**src/rtl/mem32_arbiter_if.sv**
```systemverilog
// Requester command/response channels plus the mem32 pin bundle.
// master = arbiter view; slave = requesters and memory view.
interface mem32_arbiter_if;
   logic        req0_valid, req0_ready, req0_wr;
   logic [3:0]  req0_add;
   logic [31:0] req0_wdata;
   logic        req1_valid, req1_ready, req1_wr;
   logic [3:0]  req1_add;
   logic [31:0] req1_wdata;
   logic        rsp0_valid, rsp0_err;
   logic [31:0] rsp0_rdata;
   logic        rsp1_valid, rsp1_err;
   logic [31:0] rsp1_rdata;
   logic        mem_wr, mem_rd, mem_valid;
   logic [3:0]  mem_add;
   logic [31:0] mem_wdata, mem_rdata;

   modport master (
      input  req0_valid, req0_wr, req0_add, req0_wdata,
      input  req1_valid, req1_wr, req1_add, req1_wdata,
      output req0_ready, req1_ready,
      output rsp0_valid, rsp0_err, rsp0_rdata,
      output rsp1_valid, rsp1_err, rsp1_rdata,
      output mem_wr, mem_rd, mem_add, mem_wdata,
      input  mem_rdata, mem_valid
   );

   modport slave (
      output req0_valid, req0_wr, req0_add, req0_wdata,
      output req1_valid, req1_wr, req1_add, req1_wdata,
      input  req0_ready, req1_ready,
      input  rsp0_valid, rsp0_err, rsp0_rdata,
      input  rsp1_valid, rsp1_err, rsp1_rdata,
      input  mem_wr, mem_rd, mem_add, mem_wdata,
      output mem_rdata, mem_valid
   );
endinterface

```
**src/rtl/mem32_arbiter.sv**
```systemverilog
// Round-robin two-port sequencer for mem32; write 3 cycles, read >=3 cycles or TIMEOUT+2 on error.
// Ready only in IDLE for the winner; responses are unbackpressured single-cycle pulses.
module mem32_arbiter #(
   parameter int unsigned TIMEOUT = 8
) (
   input  logic            Clk,
   input  logic            rst,
   mem32_arbiter_if.master bus,
   output logic            busy
);
   typedef enum logic [1:0] {IDLE, WRITE, READ, RESP} state_t;

   localparam logic [7:0] CNT_LAST = 8'(TIMEOUT - 1);

   state_t      state_q, state_d;
   logic        owner_q, last_q;
   logic [3:0]  add_q;
   logic [31:0] wdata_q, rdata_q, rdata_d;
   logic        err_q, err_d;
   logic [7:0]  cnt_q;
   logic        winner, take, win_wr;

   // On a tie the port not granted last wins; otherwise the lone requester.
   assign winner = (bus.req0_valid && bus.req1_valid) ? ~last_q : bus.req1_valid;
   assign take   = (state_q == IDLE) && (bus.req0_valid || bus.req1_valid);
   assign win_wr = winner ? bus.req1_wr : bus.req0_wr;
   assign bus.req0_ready = take && !winner;
   assign bus.req1_ready = take && winner;
   assign busy = (state_q != IDLE);

   always_comb begin
      state_d        = state_q;
      rdata_d        = rdata_q;
      err_d          = err_q;
      bus.mem_wr     = 1'b0;
      bus.mem_rd     = 1'b0;
      bus.mem_add    = 4'd0;
      bus.mem_wdata  = 32'd0;
      bus.rsp0_valid = 1'b0;
      bus.rsp0_rdata = 32'd0;
      bus.rsp0_err   = 1'b0;
      bus.rsp1_valid = 1'b0;
      bus.rsp1_rdata = 32'd0;
      bus.rsp1_err   = 1'b0;
      case (state_q)
         IDLE: begin
            if (take) state_d = win_wr ? WRITE : READ;
         end
         WRITE: begin
            bus.mem_wr    = 1'b1;
            bus.mem_add   = add_q;
            bus.mem_wdata = wdata_q;
            rdata_d       = 32'd0;
            err_d         = 1'b0;
            state_d       = RESP;
         end
         READ: begin
            bus.mem_rd  = 1'b1;
            bus.mem_add = add_q;
            // A valid on the final counted cycle still wins over the timeout.
            if (bus.mem_valid) begin
               rdata_d = bus.mem_rdata;
               err_d   = 1'b0;
               state_d = RESP;
            end else if (cnt_q == CNT_LAST) begin
               rdata_d = 32'd0;
               err_d   = 1'b1;
               state_d = RESP;
            end
         end
         RESP: begin
            if (owner_q) begin
               bus.rsp1_valid = 1'b1;
               bus.rsp1_rdata = rdata_q;
               bus.rsp1_err   = err_q;
            end else begin
               bus.rsp0_valid = 1'b1;
               bus.rsp0_rdata = rdata_q;
               bus.rsp0_err   = err_q;
            end
            state_d = IDLE;
         end
         default: state_d = IDLE;
      endcase
   end

   always_ff @(posedge Clk or negedge rst) begin
      if (!rst) begin
         state_q <= IDLE;
         owner_q <= 1'b0;
         last_q  <= 1'b1;
         add_q   <= 4'd0;
         wdata_q <= 32'd0;
         rdata_q <= 32'd0;
         err_q   <= 1'b0;
         cnt_q   <= 8'd0;
      end else begin
         state_q <= state_d;
         rdata_q <= rdata_d;
         err_q   <= err_d;
         if (take) begin
            owner_q <= winner;
            last_q  <= winner;
            add_q   <= winner ? bus.req1_add : bus.req0_add;
            wdata_q <= winner ? bus.req1_wdata : bus.req0_wdata;
            cnt_q   <= 8'd0;
         end else if (state_q == READ) begin
            cnt_q <= cnt_q + 8'd1;
         end
      end
   end
endmodule

```
**src/flat_wrapper.sv**
```systemverilog
// flat-port wrapper written by rule: the top's interface ports become plain ports
module mem32_arbiter_flat 
#(
   parameter int unsigned TIMEOUT = 8
)
  (Clk, rst, busy, bus_req0_valid, bus_req0_wr, bus_req0_add, bus_req0_wdata, bus_req1_valid, bus_req1_wr, bus_req1_add, bus_req1_wdata, bus_req0_ready, bus_req1_ready, bus_rsp0_valid, bus_rsp0_err, bus_rsp0_rdata, bus_rsp1_valid, bus_rsp1_err, bus_rsp1_rdata, bus_mem_wr, bus_mem_rd, bus_mem_add, bus_mem_wdata, bus_mem_rdata, bus_mem_valid);
  mem32_arbiter_if bus_i ();
  input  logic Clk;
  input  logic rst;
  output logic busy;
  input wire logic [$bits(bus_i.req0_valid)-1:0] bus_req0_valid;
  input wire logic [$bits(bus_i.req0_wr)-1:0] bus_req0_wr;
  input wire logic [$bits(bus_i.req0_add)-1:0] bus_req0_add;
  input wire logic [$bits(bus_i.req0_wdata)-1:0] bus_req0_wdata;
  input wire logic [$bits(bus_i.req1_valid)-1:0] bus_req1_valid;
  input wire logic [$bits(bus_i.req1_wr)-1:0] bus_req1_wr;
  input wire logic [$bits(bus_i.req1_add)-1:0] bus_req1_add;
  input wire logic [$bits(bus_i.req1_wdata)-1:0] bus_req1_wdata;
  output wire logic [$bits(bus_i.req0_ready)-1:0] bus_req0_ready;
  output wire logic [$bits(bus_i.req1_ready)-1:0] bus_req1_ready;
  output wire logic [$bits(bus_i.rsp0_valid)-1:0] bus_rsp0_valid;
  output wire logic [$bits(bus_i.rsp0_err)-1:0] bus_rsp0_err;
  output wire logic [$bits(bus_i.rsp0_rdata)-1:0] bus_rsp0_rdata;
  output wire logic [$bits(bus_i.rsp1_valid)-1:0] bus_rsp1_valid;
  output wire logic [$bits(bus_i.rsp1_err)-1:0] bus_rsp1_err;
  output wire logic [$bits(bus_i.rsp1_rdata)-1:0] bus_rsp1_rdata;
  output wire logic [$bits(bus_i.mem_wr)-1:0] bus_mem_wr;
  output wire logic [$bits(bus_i.mem_rd)-1:0] bus_mem_rd;
  output wire logic [$bits(bus_i.mem_add)-1:0] bus_mem_add;
  output wire logic [$bits(bus_i.mem_wdata)-1:0] bus_mem_wdata;
  input wire logic [$bits(bus_i.mem_rdata)-1:0] bus_mem_rdata;
  input wire logic [$bits(bus_i.mem_valid)-1:0] bus_mem_valid;
  assign bus_i.req0_valid = bus_req0_valid;
  assign bus_i.req0_wr = bus_req0_wr;
  assign bus_i.req0_add = bus_req0_add;
  assign bus_i.req0_wdata = bus_req0_wdata;
  assign bus_i.req1_valid = bus_req1_valid;
  assign bus_i.req1_wr = bus_req1_wr;
  assign bus_i.req1_add = bus_req1_add;
  assign bus_i.req1_wdata = bus_req1_wdata;
  assign bus_req0_ready = bus_i.req0_ready;
  assign bus_req1_ready = bus_i.req1_ready;
  assign bus_rsp0_valid = bus_i.rsp0_valid;
  assign bus_rsp0_err = bus_i.rsp0_err;
  assign bus_rsp0_rdata = bus_i.rsp0_rdata;
  assign bus_rsp1_valid = bus_i.rsp1_valid;
  assign bus_rsp1_err = bus_i.rsp1_err;
  assign bus_rsp1_rdata = bus_i.rsp1_rdata;
  assign bus_mem_wr = bus_i.mem_wr;
  assign bus_mem_rd = bus_i.mem_rd;
  assign bus_mem_add = bus_i.mem_add;
  assign bus_mem_wdata = bus_i.mem_wdata;
  assign bus_i.mem_rdata = bus_mem_rdata;
  assign bus_i.mem_valid = bus_mem_valid;
  mem32_arbiter #(.TIMEOUT(TIMEOUT)) u_core (.Clk(Clk), .rst(rst), .bus(bus_i), .busy(busy));
endmodule
```
**config.mk**
```make
export PLATFORM = sky130hd
export DESIGN_NAME = mem32_arbiter_flat
export DESIGN_NICKNAME = d
export VERILOG_FILES = /design/src/rtl/mem32_arbiter_if.sv /design/src/rtl/mem32_arbiter.sv /design/src/flat_wrapper.sv
export SDC_FILE = /design/constraint.sdc
export NUM_CORES = 1
export LEC_CHECK = 0
export ABC_AREA = 1
export BUFFER_PORTS_ARGS = -buffer_cell sky130_fd_sc_hd__buf_2
export CORE_MARGIN = 5
export CORE_UTILIZATION = 46
export DETAILED_ROUTE_END_ITERATION = 10
export PLACE_DENSITY = 0.77
export SYNTH_ARGS = -nofsm -noshare
export SYNTH_HDL_FRONTEND = slang
export SYNTH_SLANG_ARGS = --single-unit
```
**constraint.sdc**
```tcl
create_clock -name Clk -period 1.75 [get_ports Clk]
set_clock_uncertainty 0.1 [all_clocks]
set_input_delay 0.2625 -clock Clk [delete_from_list [all_inputs] [get_ports Clk]]
set_output_delay 0.2625 -clock Clk [all_outputs]
set_load 0.01 [all_outputs]
```
After elaboration in Yosys (flattened, before gate mapping)
Cells that the tools add are included.
Widths: inputs -> output; s select.
{"block": "totals", "reg_bits": 81, "in_bits": 111, "elab_cells": 62}
{"block": "op_classes", "n_addsub": 1, "n_eq_ne": 6, "muxes": 33, "bitwise_logic": 1, "reduce_logical": 13}
{"operator": "$mux 32", "n": 8}
{"operator": "$pmux 32 s2", "n": 1}
{"operator": "$mux 8", "n": 2}
{"operator": "$mux 1", "n": 14}
{"operator": "$add 8x1->8 const B", "n": 1}
{"operator": "$eq 8x3->1 const B", "n": 1}
{"operator": "$mux 2", "n": 4}
{"operator": "$mux 4", "n": 2}
{"operator": "$pmux 2 s4", "n": 1}
{"operator": "$reduce_bool 2->1", "n": 3}
{"operator": "$eq 2x2->1 const B", "n": 2}
{"operator": "$logic_and 1x1->1", "n": 4}
{"operator": "$reduce_and 2->1", "n": 2}
{"operator": "$ne 3x2->1 const B", "n": 1}
{"operator": "$eq 2x1->1 const B", "n": 1}
{"operator": "$logic_not 2->1", "n": 1}
{"operator": "$ne 2x1->1 const B", "n": 1}
{"operator": "$pmux 1 s2", "n": 1}
{"operator": "$reduce_or 2->1", "n": 1}
{"operator": "$logic_not 1->1", "n": 1}
{"operator": "$logic_or 1x1->1", "n": 1}
{"operator": "$not 1->1", "n": 1}

Depth between registers and ports, before layout
{"block": "logic_depth", "ltp_word": 6, "depth_mapped": 8, "depth_no_buf": 8}

Worst setup path before layout
Ideal clock, no wire load.
{"block": "synth_timing", "path_type": "register to register", "from": "register u_core.state_q[0]", "to": "register u_core.rdata_q[25]", "arrival_ps": 1502, "slack_ps": 81, "path_stages_with_launch": 9, "cell_sequence": "dfrtp_1 inv_1 ha_1 inv_1 or2_4 o21ai_4 buf_6 nand2_1 nand2_1"}
{"block": "synth_between", "elab_chain_cells": 3}
{"item": "start: declaration", "line_no": "mem32_arbiter.sv:15", "source": "state_t state_q, state_d;"}
{"item": "start signal: assignment", "line_no": "mem32_arbiter.sv:98", "source": "state_q <= state_d;"}
{"item": "$eq 2x2->1 or $eq 2x1->1 (tied branches)", "line_no": "mem32_arbiter.sv:45", "source": "case (state_q)"}
{"item": "$ne 3x2->1 (no line) or $reduce_bool 2->1 (tied branches)"}
{"item": "$reduce_and 2->1 (no line)"}
{"item": "end signal: assignment", "line_no": "mem32_arbiter.sv:99", "source": "rdata_q <= rdata_d;"}
{"item": "end: declaration", "line_no": "mem32_arbiter.sv:18", "source": "logic [31:0] wdata_q, rdata_q, rdata_d;"}
Parallel ways exist; a longest one is shown, timed or not.
A chain may end at the register's enable or synchronous reset.

Worst setup path in the final report
{"block": "layout_timing", "from": "register u_core.state_q[0]", "to": "output port bus_rsp0_rdata[18]"}
{"block": "layout_between", "elab_chain_cells": 2}
{"item": "$eq 2x2->1", "line_no": "mem32_arbiter.sv:45"}
{"item": "$mux 32", "line_no": "mem32_arbiter.sv:45"}
{"item": "end: declaration", "line_no": "flat_wrapper.sv:23", "source": "output wire logic [$bits(bus_i.rsp0_rdata)-1:0] bus_rsp0_rdata;"}
Every way passes these cells.

==> results.json <==
{
  "status": "finished with violations",
  "violations": "setup timing",
  "vdd_ir_drop_max_mv": 1.01,
  "whs_ns": 0.00837,
  "grt_setup_unrepaired": "true",
  "maxSlewHeadroom_pct": 68.6,
  "maxSlewViolCount": 0,
  "place.gp.congestion": 0.831,
  "drt_pass1_iterations": 5,
  "netlist_instances": 623,
  "cp.arrival_ns": 1.59,
  "p_per_area_mw_per_mm2": 1680,
  "nNetsFinal": 988,
  "wirelength_mm": 17.0,
  "syn_nets": 740,
  "period_share_pct": 112,
  "ys_types": 22,
  "grt_pass1_wl_mm": 22.6,
  "track_usage_pct": 24.4,
  "insertion_delay_ns": 0.35,
  "drtIter0Drc": 407,
  "numPortBuffers": 219,
  "clk_path_buf_depth": 2,
  "timing.fmax_mhz": 511,
  "syn-mean-instance-area_um2": 6.97,
  "fin_area_mm2": 0.00728,
  "core_mm2": 0.00924,
  "hold_violations": 0,
  "synth_warnings": 0,
  "ant_nets": 0,
  "setup_viol": 116,
  "seq_area_frac_synth_pct": 46.7,
  "grt_pass1_vias": 4842,
  "p_leak_uw": 0.00411,
  "num_rows": 35,
  "ios": 220,
  "cts_tree": "yes",
  "cts_made_buffers": 9,
  "tightest_slew_ns": 0.467,
  "grt_overflow_total": 0,
  "layout_setup_ws_ns": -0.206,
  "min_path_type": "in2reg",
  "end_kind": "output port",
  "hpwlAfterDp_mm": 9.69,
  "grt_max_degree": 40,
  "critPathMaxFanout": 8,
  "synth_area_mm2": 0.00435,
  "start_util_pct": 47.0,
  "die_area_mm2": 0.0115,
  "placed_cell_area_mm2": 0.00568,
  "drcViolationCount": 0,
  "cts_root_buf": "clkbuf_8",
  "fin_crit_ns": 1.96,
  "area_delta_synth_final_pct": 67.5,
  "viasPerCell": 5.09,
  "synth_seq_cells": 81,
  "clock-sinks": 81,
  "drive_gt1_share_pct": 47.4,
  "clk_pin_slew_ns": 0.09,
  "maxCapViolCount": 0,
  "worstSetupPathType": "reg2out",
  "dieWidth_um": 107,
  "dr_total_vias": 5120,
  "total_power_uw": 12200,
  "wl_per_cell_um": 16.9,
  "antenna_found_initial": 0,
  "die_y_um": 107,
  "htree_levels": 3,
  "cp-start-kind": "flip-flop",
  "fin_util_pct": 78.8,
  "crit_required_ns": 1.39
}
worst paths after layout:
kind	start	end	slack, ns	depth (start not counted)
min	bus_req0_wdata[11]	u_core.wdata_q[11]	0.008	3
max reg2reg	u_core.state_q[1]	u_core.rdata_q[0]	-0.06	9
min reg2reg	u_core.rdata_q[25]	u_core.rdata_q[25]	0.38	2
max in group asynchronous	rst	u_core.add_q[3]	0.68	3
max	u_core.state_q[0]	bus_rsp0_rdata[18]	-0.21	6
min in group asynchronous	rst	u_core.wdata_q[15]	0.28	2
area by class of cell:
cell class                 instances  area (µm²)
clock buffer                      12         155
clock inverter                     4        51.3
inverter                          87         329
sequential                        81        2030
antenna                            1        2.50
multi-input combinational        420        2400
timing repair buffer             272        2150
tap                              129         161
fill                             596        1960
kinds of logic (layout without fill, tap and decap cells):
group | after synthesis | count (layout) | synth area share [%]
adders and majority gates | 6 | 6 | 1.73
AOI/OAI and AO/OA | 11 | 11 | 1.73
other | 0 | 1 | 0
and+or+nand+nor | 403 | 403 | 38.5
buffers and inverters | 122 | 375 | 11.4
DFF | 81 | 81 | 46.7
cells in the mapped netlist:
cell type,instances,area share [%]
buf_1,1,0.086
nor2_4,1,0.26
o21ai_2,1,0.20
o21ai_4,1,0.37
or2_4,1,0.20
inv_1,87,7.5
nand3_1,45,5.2
buf_6,3,0.78
nand2_1,241,21
a21oi_1,5,0.58
nand3b_1,1,0.17
nor2_1,77,6.7
a21boi_0,1,0.17
ha_1,6,1.7
nand4_1,33,4.8
o21ai_0,2,0.23
clkbuf_1,20,1.7
o21bai_1,1,0.17
nor3_1,4,0.46
dfrtp_1,80,46
dfstp_2,1,0.60
buf_2,11,1.3
layout by cell type (no fill, tap or decap), types with 11 or more instances in the layout:
cell	Yosys	final
buf_4	0	23
nor2_4	1	26
nand4_1	33	33
nand2_1	241	183
inv_1	87	66
clkbuf_8	0	11
nand2_4	0	26
buf_6	3	45
nor2_1	77	38
nor2_2	0	14
dfrtp_1	80	79
buf_2	11	176
buf_12	0	13
inv_2	0	20
nand2_2	0	31
nand3_1	45	45
critical path: stages, from the launching register on:
cell	delay, ns
dfrtp_1	0.39
buf_6	0.13
ha_4	0.18
nand2_8	0.11
buf_12	0.18
nor2_2	0.09
buf_2	0.14
power by group:
group          leakage [µW]  internal, µW  total, µW  switching [µW]
registers           0.00105          2690       3390             700
clock network      0.000103           738       1420             678
logic               0.00296          3340       7390            4050
routing by layer:
layer | GRT usage (%) | up-vias | share of wire (%)
li1 | - | 2397 | -
met1 | 30.3 | 2361 | 37
met2 | 41.4 | 315 | 49
met3 | 5.90 | 47 | 10
met4 | 8.31 | 0 | 3.4
met5 | 0 | - | 0
state kept, by name, summed over array words and instances (netlist names):
register	cells
u_core.rdata_q	32
u_core.wdata_q	32
u_core.cnt_q	8
u_core.add_q	4
u_core.state_q	2
u_core.err_q	1
u_core.last_q	1
u_core.owner_q	1
repair_timing:
item / in CTS / in global routing
cloned: 6 / 10
pin swaps: 2 / 12
resized for setup: 24 / 225
endpoints found under the setup margin: 108 / 162
hold buffers: 1 / 0
endpoints found under the hold margin: 21 / 0
buffers inserted: 6 / 18
through the flow:
stage | TNS (ns) | worst slack [ns] | instances
final | -16.68 | -0.206 | 1006
after global routing | -26.09 | -0.283 | 1005
after CTS | -20.23 | -0.196 | 981
after detailed placement | 0 | 0.0366 | 952
after global placement | 0 | 0.111 | 952
after floorplan | 0 | 0.0812 | 623
Power figures use the tool's default switching activity.
